**src/rtl/letter_pool_pkg.sv**
```systemverilog
// Shared types and field widths for the falling-letter pool.
package letter_pool_pkg;

    localparam int unsigned CH_W  = 8;
    localparam int unsigned SPD_W = 4;
    localparam int unsigned X_W   = 9;
    localparam int unsigned Y_W   = 10;

    typedef enum logic [1:0] {
        StIdle,
        StSpawn,
        StMove,
        StMatch
    } state_t;

    typedef struct packed {
        logic             active;
        logic [CH_W-1:0]  ch;
        logic [SPD_W-1:0] speed;
        logic [X_W-1:0]   x;
        logic [Y_W-1:0]   y;
    } slot_t;

    // Counter increment that sticks at all-ones.
    function automatic logic [15:0] sat_inc16(input logic [15:0] v);
        return (v == 16'hFFFF) ? v : v + 16'd1;
    endfunction

endpackage

```
**src/rtl/letter_pool_if.sv**
```systemverilog
// Bundle of event, generator, renderer and status signals of letter_pool.
interface letter_pool_if
    import letter_pool_pkg::*;
#(
    parameter int unsigned SLOTS = 8
);
    localparam int unsigned IDX_W = $clog2(SLOTS);

    logic             frame_tick;
    logic [CH_W-1:0]  gen_ch;
    logic [SPD_W-1:0] gen_speed;
    logic [X_W-1:0]   gen_x;
    logic [Y_W-1:0]   gen_y;
    logic             key_valid;
    logic [CH_W-1:0]  key_code;
    logic [IDX_W-1:0] rd_idx;
    logic             rd_active;
    logic [CH_W-1:0]  rd_ch;
    logic [X_W-1:0]   rd_x;
    logic [Y_W-1:0]   rd_y;
    logic [15:0]      score;
    logic [15:0]      miss;
    logic             busy;
    logic             game_over;

    modport master (
        output frame_tick, gen_ch, gen_speed, gen_x, gen_y, key_valid, key_code, rd_idx,
        input  rd_active, rd_ch, rd_x, rd_y, score, miss, busy, game_over
    );

    modport slave (
        input  frame_tick, gen_ch, gen_speed, gen_x, gen_y, key_valid, key_code, rd_idx,
        output rd_active, rd_ch, rd_x, rd_y, score, miss, busy, game_over
    );

endinterface

```
**src/rtl/lp_first_set.sv**
```systemverilog
// Lowest-index priority encoder: reports whether any request bit is set and its index.
module lp_first_set #(
    parameter int unsigned N = 8,
    localparam int unsigned W = (N > 1) ? $clog2(N) : 1
) (
    input  logic [N-1:0] req,
    output logic         found,
    output logic [W-1:0] idx
);

    // Scan from the top so the lowest set bit is the last one written.
    always_comb begin
        found = 1'b0;
        idx   = '0;
        for (int i = N - 1; i >= 0; i--) begin
            if (req[i]) begin
                found = 1'b1;
                idx   = W'(i);
            end
        end
    end

endmodule

```
**src/rtl/letter_pool.sv**
```systemverilog
// Pool of falling letters: spawns from the generator, moves once per frame,
// retires letters on a matching keystroke or when they fall past the bottom row.
// Optional feature: define LETTER_POOL_GAMEOVER_EN to stop play after MISS_MAX misses.
module letter_pool
    import letter_pool_pkg::*;
#(
    parameter int unsigned    SLOTS        = 8,
    parameter int unsigned    SPAWN_FRAMES = 60,
    parameter logic [X_W-1:0] X_LIMIT      = 9'd464,
    parameter logic [15:0]    MISS_MAX     = 16'd10
) (
    input logic          clk,
    input logic          rst_n,
    letter_pool_if.slave bus
);

    localparam int unsigned IDX_W      = $clog2(SLOTS);
    localparam logic [7:0]  SPAWN_LAST = 8'(SPAWN_FRAMES - 1);
    localparam logic [IDX_W-1:0] LAST_IDX = IDX_W'(SLOTS - 1);

    state_t           state_q, state_d;
    slot_t            slots_q [SLOTS];
    slot_t            slots_d [SLOTS];
    logic [7:0]       frame_cnt_q, frame_cnt_d;
    logic             frame_pend_q, frame_pend_d;
    logic             key_pend_q, key_pend_d;
    logic [CH_W-1:0]  key_q, key_d;
    logic [IDX_W-1:0] move_idx_q, move_idx_d;
    logic [15:0]      score_q, score_d;
    logic [15:0]      miss_q, miss_d;
    logic             events_en;

    logic [SLOTS-1:0] free_req, match_req;
    logic             free_found, match_found;
    logic [IDX_W-1:0] free_idx, match_idx;
    slot_t            cur;
    logic [X_W:0]     x_new;
    slot_t            rd_slot;

`ifdef LETTER_POOL_GAMEOVER_EN
    logic game_over_q;

    // Latch end of game one cycle after the miss count reaches its limit.
    always_ff @(posedge clk or negedge rst_n) begin
        if (!rst_n) begin
            game_over_q <= 1'b0;
        end else if (miss_q >= MISS_MAX) begin
            game_over_q <= 1'b1;
        end
    end

    assign events_en     = ~game_over_q;
    assign bus.game_over = game_over_q;
`else
    logic unused_miss_max;
    assign unused_miss_max = ^MISS_MAX;
    assign events_en       = 1'b1;
    assign bus.game_over   = 1'b0;
`endif

    // Request vectors for the free-slot search and the key match.
    always_comb begin
        free_req  = '0;
        match_req = '0;
        for (int i = 0; i < SLOTS; i++) begin
            free_req[i]  = ~slots_q[i].active;
            match_req[i] = slots_q[i].active && (slots_q[i].ch == key_q);
        end
    end

    lp_first_set #(.N(SLOTS)) u_free (
        .req   (free_req),
        .found (free_found),
        .idx   (free_idx)
    );

    lp_first_set #(.N(SLOTS)) u_match (
        .req   (match_req),
        .found (match_found),
        .idx   (match_idx)
    );

    // Next-state: event capture, spawn, per-slot move and key match.
    always_comb begin
        state_d      = state_q;
        slots_d      = slots_q;
        frame_cnt_d  = frame_cnt_q;
        frame_pend_d = frame_pend_q | (bus.frame_tick & events_en);
        key_pend_d   = key_pend_q;
        key_d        = key_q;
        move_idx_d   = move_idx_q;
        score_d      = score_q;
        miss_d       = miss_q;
        cur          = slots_q[move_idx_q];
        x_new        = {1'b0, cur.x} + {{(X_W + 1 - SPD_W){1'b0}}, cur.speed};

        // The code is captured with the strobe; a repeat while pending is dropped.
        if (bus.key_valid && !key_pend_q && events_en) begin
            key_pend_d = 1'b1;
            key_d      = bus.key_code;
        end

        unique case (state_q)
            StIdle: begin
                if (events_en) begin
                    if (frame_pend_q) begin
                        state_d = StSpawn;
                    end else if (key_pend_q) begin
                        state_d = StMatch;
                    end
                end
            end
            StSpawn: begin
                frame_pend_d = 1'b0;
                if (frame_cnt_q == SPAWN_LAST) begin
                    frame_cnt_d = '0;
                    if (free_found) begin
                        slots_d[free_idx].active = 1'b1;
                        slots_d[free_idx].ch     = bus.gen_ch;
                        slots_d[free_idx].speed  = bus.gen_speed;
                        slots_d[free_idx].x      = bus.gen_x;
                        slots_d[free_idx].y      = bus.gen_y;
                    end
                end else begin
                    frame_cnt_d = frame_cnt_q + 8'd1;
                end
                move_idx_d = '0;
                state_d    = StMove;
            end
            StMove: begin
                if (cur.active) begin
                    if (x_new >= {1'b0, X_LIMIT}) begin
                        slots_d[move_idx_q].active = 1'b0;
                        miss_d = sat_inc16(miss_q);
                    end else begin
                        slots_d[move_idx_q].x = x_new[X_W-1:0];
                    end
                end
                if (move_idx_q == LAST_IDX) begin
                    state_d = StIdle;
                end else begin
                    move_idx_d = move_idx_q + 1'b1;
                end
            end
            StMatch: begin
                key_pend_d = 1'b0;
                if (match_found) begin
                    slots_d[match_idx].active = 1'b0;
                    score_d = sat_inc16(score_q);
                end
                state_d = StIdle;
            end
            default: state_d = StIdle;
        endcase
    end

    // State register; reset aborts any pass in flight.
    always_ff @(posedge clk or negedge rst_n) begin
        if (!rst_n) begin
            state_q      <= StIdle;
            for (int i = 0; i < SLOTS; i++) begin
                slots_q[i] <= '0;
            end
            frame_cnt_q  <= '0;
            frame_pend_q <= 1'b0;
            key_pend_q   <= 1'b0;
            key_q        <= '0;
            move_idx_q   <= '0;
            score_q      <= '0;
            miss_q       <= '0;
        end else begin
            state_q      <= state_d;
            slots_q      <= slots_d;
            frame_cnt_q  <= frame_cnt_d;
            frame_pend_q <= frame_pend_d;
            key_pend_q   <= key_pend_d;
            key_q        <= key_d;
            move_idx_q   <= move_idx_d;
            score_q      <= score_d;
            miss_q       <= miss_d;
        end
    end

    // Renderer view; out-of-range indices read as an empty slot.
    always_comb begin
        rd_slot = '0;
        if (32'(bus.rd_idx) < SLOTS) begin
            rd_slot = slots_q[bus.rd_idx];
        end
    end

    assign bus.rd_active = rd_slot.active;
    assign bus.rd_ch     = rd_slot.ch;
    assign bus.rd_x      = rd_slot.x;
    assign bus.rd_y      = rd_slot.y;
    assign bus.score     = score_q;
    assign bus.miss      = miss_q;
    assign bus.busy      = (state_q != StIdle);

endmodule

```
**src/flat_wrapper.sv**
```systemverilog
// flat-port wrapper written by rule: the top's interface ports become plain ports
module letter_pool_flat import letter_pool_pkg::*;
#(
    parameter int unsigned    SLOTS        = 8,
    parameter int unsigned    SPAWN_FRAMES = 60,
    parameter logic [X_W-1:0] X_LIMIT      = 9'd464,
    parameter logic [15:0]    MISS_MAX     = 16'd10
)
  (clk, rst_n, bus_frame_tick, bus_gen_ch, bus_gen_speed, bus_gen_x, bus_gen_y, bus_key_valid, bus_key_code, bus_rd_idx, bus_rd_active, bus_rd_ch, bus_rd_x, bus_rd_y, bus_score, bus_miss, bus_busy, bus_game_over);
  letter_pool_if #(.SLOTS(SLOTS)) bus_i ();
  input logic clk;
  input logic rst_n;
  input wire logic [$bits(bus_i.frame_tick)-1:0] bus_frame_tick;
  input wire logic [$bits(bus_i.gen_ch)-1:0] bus_gen_ch;
  input wire logic [$bits(bus_i.gen_speed)-1:0] bus_gen_speed;
  input wire logic [$bits(bus_i.gen_x)-1:0] bus_gen_x;
  input wire logic [$bits(bus_i.gen_y)-1:0] bus_gen_y;
  input wire logic [$bits(bus_i.key_valid)-1:0] bus_key_valid;
  input wire logic [$bits(bus_i.key_code)-1:0] bus_key_code;
  input wire logic [$bits(bus_i.rd_idx)-1:0] bus_rd_idx;
  output wire logic [$bits(bus_i.rd_active)-1:0] bus_rd_active;
  output wire logic [$bits(bus_i.rd_ch)-1:0] bus_rd_ch;
  output wire logic [$bits(bus_i.rd_x)-1:0] bus_rd_x;
  output wire logic [$bits(bus_i.rd_y)-1:0] bus_rd_y;
  output wire logic [$bits(bus_i.score)-1:0] bus_score;
  output wire logic [$bits(bus_i.miss)-1:0] bus_miss;
  output wire logic [$bits(bus_i.busy)-1:0] bus_busy;
  output wire logic [$bits(bus_i.game_over)-1:0] bus_game_over;
  assign bus_i.frame_tick = bus_frame_tick;
  assign bus_i.gen_ch = bus_gen_ch;
  assign bus_i.gen_speed = bus_gen_speed;
  assign bus_i.gen_x = bus_gen_x;
  assign bus_i.gen_y = bus_gen_y;
  assign bus_i.key_valid = bus_key_valid;
  assign bus_i.key_code = bus_key_code;
  assign bus_i.rd_idx = bus_rd_idx;
  assign bus_rd_active = bus_i.rd_active;
  assign bus_rd_ch = bus_i.rd_ch;
  assign bus_rd_x = bus_i.rd_x;
  assign bus_rd_y = bus_i.rd_y;
  assign bus_score = bus_i.score;
  assign bus_miss = bus_i.miss;
  assign bus_busy = bus_i.busy;
  assign bus_game_over = bus_i.game_over;
  letter_pool #(.SLOTS(SLOTS), .SPAWN_FRAMES(SPAWN_FRAMES), .X_LIMIT(X_LIMIT), .MISS_MAX(MISS_MAX)) u_core (.clk(clk), .rst_n(rst_n), .bus(bus_i));
endmodule
```
**config.mk**
```make
export PLATFORM = sky130hd
export DESIGN_NAME = letter_pool_flat
export DESIGN_NICKNAME = d
export VERILOG_FILES = /design/src/rtl/letter_pool_pkg.sv /design/src/rtl/letter_pool_if.sv /design/src/rtl/lp_first_set.sv /design/src/rtl/letter_pool.sv /design/src/flat_wrapper.sv
export SDC_FILE = /design/constraint.sdc
export NUM_CORES = 1
export LEC_CHECK = 0
export CORE_ASPECT_RATIO = 0.5
export CORE_MARGIN = 2
export CORE_UTILIZATION = 50
export DETAILED_ROUTE_END_ITERATION = 16
export GPL_TIMING_DRIVEN = 0
export PLACE_DENSITY = 0.75
export SYNTH_ARGS = -nofsm -noshare
export SYNTH_HDL_FRONTEND = slang
export SYNTH_SLANG_ARGS = --single-unit
```
**constraint.sdc**
```tcl
create_clock -name clk -period 4.2 [get_ports clk]
set_input_delay 0.84 -clock clk [delete_from_list [all_inputs] [get_ports clk]]
set_output_delay 0.84 -clock clk [all_outputs]
set_load 0.01 [all_outputs]
```
==> metrics.yaml <==
status: "finished, violations left"
violations: "setup timing"
clk_pin_slew_ns: 0.07
crit_chain: "buf_4, nand2b_1, nor2_4, clkbuf_8, a22oi_1, nand4_1, ha_2, fa_2, a21o_1, a21o_4, or2b_4, o31ai_4, o2111ai_4, o21a_1, buf_6, buf_12, clkbuf_16, o211ai_1, nand3_1"
port_buffers: 103
critical_path_cell_count: 19
powerDensity_nw_per_um2: 615
hold_viol_final: 0
r2r_cells: 19
fin_crit_sh: 1.02
p_leak_nw: 8.78
total_power_w: 0.0134
placed_area_sq_um: 19400
tightestPinTransition_ns: 1.31
rsz0062_at_grt: "true"
grt_pass1_vias: 14600
root_buffer: "clkbuf_16"
layout-drive-gt1-share: 0.283
grt_overflow_total: 0
core_area_sq_um: 34700
fin_nets: 1836
clock_latency_ns: 0.62
ys_seq_elements: 311
ys.warnings.count: 0
post_drt_wl_per_cell_um: 26.3
place_inst: 2172
drtAntennaViolNets: 0
initialDrtViolationCount: 2098
ys_top_cells_by_area: "dfrtp_1 (44%), mux2_2 (13%), mux4_2 (8.0%), xnor2_1 (3.9%), nand2_1 (3.2%)"
finalInstanceArea_sq_um: 21800
slew_headroom: 0.116
fillers: 2663
synth_edf_count: 0
vias_per_cell: 6.60
avgSynthCellArea_sq_um: 11.1
seq_area_sq_um: 7780
remaining_drc_errors: 0
clock_skew_ns: 0.0407
netlist_area_sq_um: 17700
hp-class: "in -> async"
async_reset_ff_frac: 1.00
synth_top_area_share: 0.440
grt_pass1_wl_um: 89600
cap_violations: 0
ir_drop_uv: 412
crit_path_end: "u_core.slots_q[255]"
cp_slowest_cell: "dfrtp_1"
max_stage_delay_ns: 0.40
worstSetupPathType: "reg -> reg"
cts.sinks: 311
die-area_sq_um: 37000
dr.pass1.iters: 8
synthTopCellsByCount: "dfrtp_1 (311), mux2_2 (198), nand2_1 (152)"
antenna_cells: 0
required_ns: 4.68
die_h_um: 137
io_pins: 108
final.min_clock_period_ns: 4.27
setup_slack_ns: -0.0715
gr-usage-all-layers: 0.320
worstPathArrival_ns: 4.76
finalSetupViolations: 6
die_x_um: 270
synth.distinct_cells: 77
cp-end-kind: "flop"
vias: 15000
cts_buffers: 30
holdWs_ns: 0.263
post-dp-hpwl_um: 39700
worst-path-buf-inv: 5
ys_seq_area_frac: 0.440
globalplace.congestion: 1.05
start_util: 0.511
fin_cells: 2279
tritoncts: "done"
r2r-end: "u_core.slots_q[255]"
rows: 48
fmax_mhz: 234
cts_max_level: 1
cts_buffer_depth: 3
critPathLaunch: "u_core.move_idx_q[1]"
startpoint_type: "flop"
multi_input_area_sq_um: 9840
crit_family: "compound AO/OA/AOI/OAI gates"
crit_fanout: 10
synth_most_common_cell: "dfrtp_1"
drt-total-wl_um: 59900
synth_flop_cell: "dfrtp_1"
rr_startpoint: "u_core.move_idx_q[1]"
areaGrowthSynthToFinish_pct: 22.9
syn_nets: 1648
antenna_found_initial: 1
grt_max_degree: 126
slew_viol_final: 0
r2r_slack_ns: -0.07
synth_cells: 1592
synth_top_cell_by_area: "dfrtp_1"
==> power by group <==
part / switching [W] / internal [W] / leakage [nW]
logic: 0.00381 / 0.00271 / 4.50
clock network: 0.00129 / 0.00176 / 0.541
registers: 0.000412 / 0.00340 / 3.74
total: 0.00551 / 0.00788 / 8.78
==> worst min path at each step <==
stage,endpoint,slack (ns),cells after the start
floorplan,flop,0.44,2
global placement,flop,0.46,2
detailed placement,flop,0.46,2
CTS,asynchronous set/reset pin,0.32,1
global route,asynchronous set/reset pin,0.35,1
finish,u_core.key_q[2],0.26,1
==> cell usage in the layout, fill, tap and decap left out, types with 9 or more instances in the layout <==
cell	n
a21oi_1	42
inv_1	15
nand4_1	33
a221o_1	11
xnor2_1	79
buf_12	12
o21ai_0	25
nand3_1	45
xor2_1	22
buf_4	41
nor3_1	35
mux4_2	63
o211ai_1	41
buf_1	17
nor2_1	84
and3_1	14
mux2_2	198
clkbuf_16	34
o22ai_1	9
clkdlybuf4s50_1	102
clkbuf_8	9
buf_2	17
buf_6	15
clkbuf_1	47
mux2i_1	28
a22oi_1	29
dfrtp_1	310
a21o_1	19
nand2_1	146
nor2b_1	13
or3_1	12
==> through the flow <==
step,utilization,setup TNS (ns),worst slack (ns)
global route,0.628,-3.89,-0.131
CTS,0.616,-0.0680,-0.0524
global placement,0.558,-3720.22,-11.42
detailed placement,0.560,-180.94,-2.17
floorplan,-,0,0.0593
finish,0.628,-0.132,-0.0715
==> worst reg2reg max path: cells and delay by family, from the launching register on <==
family,cells,cell delay (ns)
AO/OA/AOI/OAI,7,1.34
flip-flops,1,0.40
buffers and inverters,5,0.93
adder cells (fa/ha/maj),2,0.44
AND/OR/NAND/NOR,5,1.07
==> cell type report <==
type | instances | area share
Inverter | 16 | 0.00299
Multi-Input combinational cell | 1153 | 0.452
Buffer | 109 | 0.0345
Tap cell | 475 | 0.0273
Sequential cell | 311 | 0.358
Clock buffer | 38 | 0.0377
Clock inverter | 18 | 0.0128
Timing Repair Buffer | 159 | 0.0746
==> cell families after synthesis <==
| family | after synthesis | synth area share |
|---|---|---|
| DFF | 311 | 0.440 |
| adders and majority gates | 10 | 0.00749 |
| muxes | 291 | 0.223 |
| and+or+nand+nor | 453 | 0.124 |
| xor gates and xnor gates | 103 | 0.0510 |
| AOI/OAI and AO/OA | 295 | 0.123 |
| buffers and inverters | 128 | 0.0318 |
| other | 1 | 0.000212 |
==> metal layers <==
metal | global-route usage | routed length, um | up-vias
met2 | 0.479 | 25800 | 946
met3 | 0.0793 | 6630 | 239
met4 | 0.151 | 3050 | 0
met1 | 0.439 | 24400 | 7520
li1 | - | - | 6339
met5 | 0 | 0 | -
==> repair_timing <==
item                       in CTS  in global routing
cloned                          4                  1
setup endpoints to repair     124                114
hold endpoints to repair        0                  0
pin swaps                      29                 52
hold buffers                    0                  0
gates resized for setup       140                 62
setup buffers                  33                 16
Note: power is estimated with default switching activity, not from simulation.
